### config.mk
export PLATFORM = sky130hd
export DESIGN_NAME = param_bubble_sort
export DESIGN_NICKNAME = d
export VERILOG_FILES = /design/src/rtl/param_bubble_sort.sv
export SDC_FILE = /design/constraint.sdc
export NUM_CORES = 1
export LEC_CHECK = 0
export CAP_MARGIN = 40
export CORE_MARGIN = 5
export CORE_UTILIZATION = 51
export DETAILED_ROUTE_END_ITERATION = 6
export PLACE_DENSITY = 0.77
export SLEW_MARGIN = 20
export SYNTH_ARGS = -nofsm -noshare
export SYNTH_HDL_FRONTEND = slang
export SYNTH_SLANG_ARGS = --single-unit
### constraint.sdc
create_clock -name clk -period 6.3 [get_ports clk]
set_input_delay 0.63 -clock clk [delete_from_list [all_inputs] [get_ports clk]]
set_output_delay 0.63 -clock clk [all_outputs]
set_load 0.1 [all_outputs]
### src/rtl/param_bubble_sort.sv
// param_bubble_sort: in-place bubble sorter over an internal register file; SORT_EARLY_EXIT_EN enables the sorted-pass early exit.
module param_bubble_sort #(
  parameter int WIDTH  = 8,
  parameter int DEPTH  = 32,
  parameter int CNT_W  = 16,
  parameter int ADDR_W = $clog2(DEPTH)
) (
  input  logic              clk,
  input  logic              rst,
  input  logic              start,
  input  logic              desc,
  input  logic              ld_en,
  input  logic [ADDR_W-1:0] ld_addr,
  input  logic [WIDTH-1:0]  ld_data,
  input  logic [ADDR_W-1:0] rd_addr,
  output logic [WIDTH-1:0]  rd_data,
  output logic              busy,
  output logic              done,
  output logic [CNT_W-1:0]  swap_cnt
);
  typedef enum logic [2:0] {IDLE, RD_A, RD_B, CMP, WR_A, WR_B, DN} state_t;
  state_t state, nxt;
  logic [WIDTH-1:0] mem [DEPTH];
  logic [WIDTH-1:0] r1, r2;
  logic [ADDR_W-1:0] p, j;
  logic desc_q, swap_req, pass_end, last_p, adv, early_stop, go, ld_ok, rd_ok;
  assign go = state == IDLE && start;
  assign ld_ok = {1'b0, ld_addr} < (ADDR_W+1)'(DEPTH);
  assign rd_ok = {1'b0, rd_addr} < (ADDR_W+1)'(DEPTH);
  assign busy = state != IDLE;
  assign done = state == DN;
`ifdef SORT_EARLY_EXIT_EN
  logic flag;
  always_ff @(posedge clk) begin
    if (rst) flag <= 1'b0;
    else if (go || (adv && pass_end)) flag <= 1'b0;
    else if (state == WR_B) flag <= 1'b1;
  end
  // A pass that reaches its end from CMP with no swap so far leaves the array ordered.
  assign early_stop = state == CMP && !flag;
`else
  assign early_stop = 1'b0;
`endif
  always_comb begin
    swap_req = desc_q ? (r1 < r2) : (r1 > r2);
    pass_end = (j + p) == ADDR_W'(DEPTH - 2);
    last_p   = p == ADDR_W'(DEPTH - 2);
    adv      = (state == CMP && !swap_req) || state == WR_B;
    nxt      = state;
    case (state)
      IDLE:    nxt = start ? RD_A : IDLE;
      RD_A:    nxt = RD_B;
      RD_B:    nxt = CMP;
      WR_A:    nxt = WR_B;
      DN:      nxt = IDLE;
      default: nxt = (state == CMP && swap_req) ? WR_A
                   : (pass_end && (last_p || early_stop)) ? DN : RD_A;
    endcase
  end
  always_ff @(posedge clk) begin
    if (rst) begin
      state    <= IDLE;
      p        <= '0;
      j        <= '0;
      r1       <= '0;
      r2       <= '0;
      desc_q   <= 1'b0;
      swap_cnt <= '0;
    end else begin
      state <= nxt;
      if (go) begin
        desc_q   <= desc;
        p        <= '0;
        j        <= '0;
        swap_cnt <= '0;
      end
      if (state == RD_A) r1 <= mem[j];
      if (state == RD_B) r2 <= mem[j + 1'b1];
      if (state == WR_B && !(&swap_cnt)) swap_cnt <= swap_cnt + 1'b1;
      if (adv && nxt == RD_A) begin
        p <= pass_end ? p + 1'b1 : p;
        j <= pass_end ? '0 : j + 1'b1;
      end
    end
  end
  // Storage has no reset so a mid-sort reset leaves partially sorted data in place.
  always_ff @(posedge clk) begin
    if (state == IDLE && ld_en && ld_ok) mem[ld_addr] <= ld_data;
    else if (state == WR_A) mem[j] <= r2;
    else if (state == WR_B) mem[j + 1'b1] <= r1;
  end
  always_ff @(posedge clk) begin
    if (rst) rd_data <= '0;
    else rd_data <= rd_ok ? mem[rd_addr] : '0;
  end
endmodule

==> qor.yml <==
outcome: "finished clean"
antenna_found_initial: 1
nFillCells: 2243
cts.sinks: 310
slowest_delay_ps: 570
drtIter0Drc: 1237
clkLatencyLatePin_ps: 520
cp_max_fo: 41
end_kind: "flop"
yosysUniqueCellTypes: 59
crit_required_ps: 6500
holdBufCountCts: 0
core-area_um2: 32500
wire_per_inst_um: 29.5
cts_root_buffer: "clkbuf_16"
vias_per_cell: 6.90
grt_usage: 0.255
final_cell_area_um2: 19700
synth_mux_area_frac: 0.343
die_w_um: 191
gp_congestion: 0.916
cap_violations: 0
cp.arrival_ps: 3610
ff_latch_area_um2: 8780
synth_top_family_by_area: "multiplexers"
synth_edf_count: 256
timing.setup.tns_ps: 0
ir_drop_uv: 191
dr.pass1.iters: 5
fin_crit_ps: 3400
cts_setup_buffers: 0
crit_slowest_cell: "nor2_1"
drive_gt1_frac: 0.360
synth.area.top_cells: "edfxtp_1 (46%), mux4_2 (32%), dfxtp_1 (6.4%), mux2i_1 (2.0%), o21ai_0 (1.5%)"
leakagePower_nw: 6.23
startpoint_type: "flop"
portBuffers: 48
fin_nets: 1131
fin_ws_ps: 2900
synth_xor_area_frac: 0.00627
grt_pass1_wl_um: 69000
place_area_um2: 18400
cp_cell_sequence: "buf_4 -> buf_12 -> nand4_1 -> xor2_1 -> nor2_1 -> a21oi_1 -> nand2_1 -> nor2_1 -> buf_4"
dp_hpwl_um: 29900
worstMarginPinSlew_ps: 914
fin_worst_skew_ps: 20.4
fin_cells: 1560
synth-main-ff-cell: "edfxtp_1"
seq_area_frac_synth: 0.523
cts_resized: 0
multiInputGateArea_um2: 7680
power_density_nw_per_um2: 250
drc: 0
ant_nets: 0
path_clk_slew_ps: 60
min_path_type: "reg2reg"
report.final.slew_viol_count: 0
cts_tree: "done"
fin_hold_ws_ps: 506
grt_pass1_vias: 10716
ys_warn_count: 0
initial_core_util: 0.515
synthCells: 999
pin_count: 49
wirelength_um: 46000
die_h_um: 191
placementRows: 66
synth_top_area_frac: 0.458
clk_path_buf_depth: 3
h-tree-depth: 2
synth_nets: 1039
synth_compound_area_frac: 0.0389
syn_area_um2: 16800
grt_overflow: 0
syn_to_final_growth_pct: 17.6
dpl.cell_count: 1489
setup_violations: 0
syn-mean-instance-area_um2: 16.8
clock.fmax_mhz: 294
place_ws_ps: 2700
slew_headroom: 0.388
min_period_over_period: 0.540
synth_fa_ha_area_frac: 0.0131
dieArea_um2: 36600
worstSetupPathType: "reg2reg"
cts_inserted_buffers: 35
vias: 10770
synth-simple-area-share: 0.0510
synth_seq_cells: 310
synth_top_cell_by_area: "edfxtp_1"
diodes: 0
grt_max_degree: 54
rsz0062_at_grt: "false"
async_flop_share: 0
timing.final.hold_violations: 0
[metrics by stage]
stage,power (mW),util
finish,4.93,0.606
global route,5.06,0.606
CTS,4.93,0.603
detailed placement,2.92,0.567
global placement,2.87,0.545
floorplan,2.72,-
[kinds of logic (layout without fill, tap and decap cells)]
| family | count (synthesis) | in the layout |
|---|---|---|
| xor+xnor | 12 | 12 |
| mux | 275 | 275 |
| fa+ha+maj | 17 | 17 |
| buf+inv | 91 | 210 |
| compound gates | 109 | 109 |
| flops | 310 | 310 |
| simple gates | 185 | 185 |
[synthesized netlist by cell type (9+ instances only)]
library cell / number
edfxtp_1: 256
dfxtp_1: 54
mux4_2: 240
a21oi_1: 29
nor2_1: 64
o21ai_0: 49
xor2_1: 9
nor3_1: 9
nand2_1: 51
buf_2: 40
mux2i_1: 34
nand3_1: 14
inv_1: 16
ha_1: 16
clkbuf_1: 23
[sequential cells by signal, indices dropped and copies added (netlist names)]
register / flops
r2: 8
state: 3
desc_q: 1
swap_cnt: 16
r1: 8
p: 5
j: 5
rd_data: 8
mem: 256
[power breakdown]
group / switching (mW) / internal (mW) / leakage [nW]
clock network: 0.827 / 1.21 / 0.556
registers: 0.0307 / 2.26 / 2.75
logic: 0.333 / 0.265 / 2.92
total: 1.19 / 3.74 / 6.23
[cells in the final DEF (no fill, tap or decap), types with 5 or more instances in the layout]
cell | netlist | final
a21oi_1 | 29 | 29
and2_1 | 5 | 5
buf_16 | 0 | 8
buf_4 | 1 | 40
buf_8 | 0 | 29
clkbuf_1 | 23 | 6
clkbuf_16 | 0 | 36
clkdlybuf4s50_1 | 0 | 46
clkinv_1 | 1 | 7
dfxtp_1 | 54 | 51
edfxtp_1 | 256 | 256
ha_1 | 16 | 15
inv_1 | 16 | 16
mux2i_1 | 34 | 34
mux4_2 | 240 | 240
nand2_1 | 51 | 51
nand2b_1 | 7 | 7
nand3_1 | 14 | 14
nand4_1 | 5 | 5
nor2_1 | 64 | 60
nor2b_1 | 6 | 6
nor3_1 | 9 | 8
o21ai_0 | 49 | 41
o21ai_2 | 0 | 6
or3_1 | 5 | 5
xor2_1 | 9 | 8
[worst max-delay path: cells and delay by family, from the launching register on]
kind / cells / cell delay [ps]
buf+inv: 3 / 1120
flops: 1 / 360
simple gates: 4 / 990
xor+xnor: 1 / 170
compound gates: 1 / 440
[worst paths after layout]
check	slack (ps)	endpoint	startpoint	cells after the start
setup / recovery	2900	mem[20][1]	j[1]	9
hold / removal	510	swap_cnt[12]	swap_cnt[12]	1
setup reg to reg	2900	mem[20][1]	j[1]	9
hold reg to reg	510	swap_cnt[12]	swap_cnt[12]	1
[area by class of cell]
| type | count | share of cell area |
|---|---|---|
| multi-input combinational | 598 | 0.390 |
| timing repair buffer | 129 | 0.0754 |
| clock buffer | 45 | 0.0489 |
| clock inverter | 19 | 0.00977 |
| sequential | 310 | 0.445 |
| tap | 442 | 0.0280 |
| inverter | 17 | 0.00324 |
[per-layer routing]
metal  up-vias  GRT usage  share of wire  routed length [µm]
met5         -          0        0.00015                   7
met4         2      0.110          0.049                2270
met3       121     0.0484          0.098                4530
met2       698      0.411           0.49               22600
met1      5564      0.344           0.36               16600
li1       4385          -              -                   -
(Power assumes the default switching activity.)
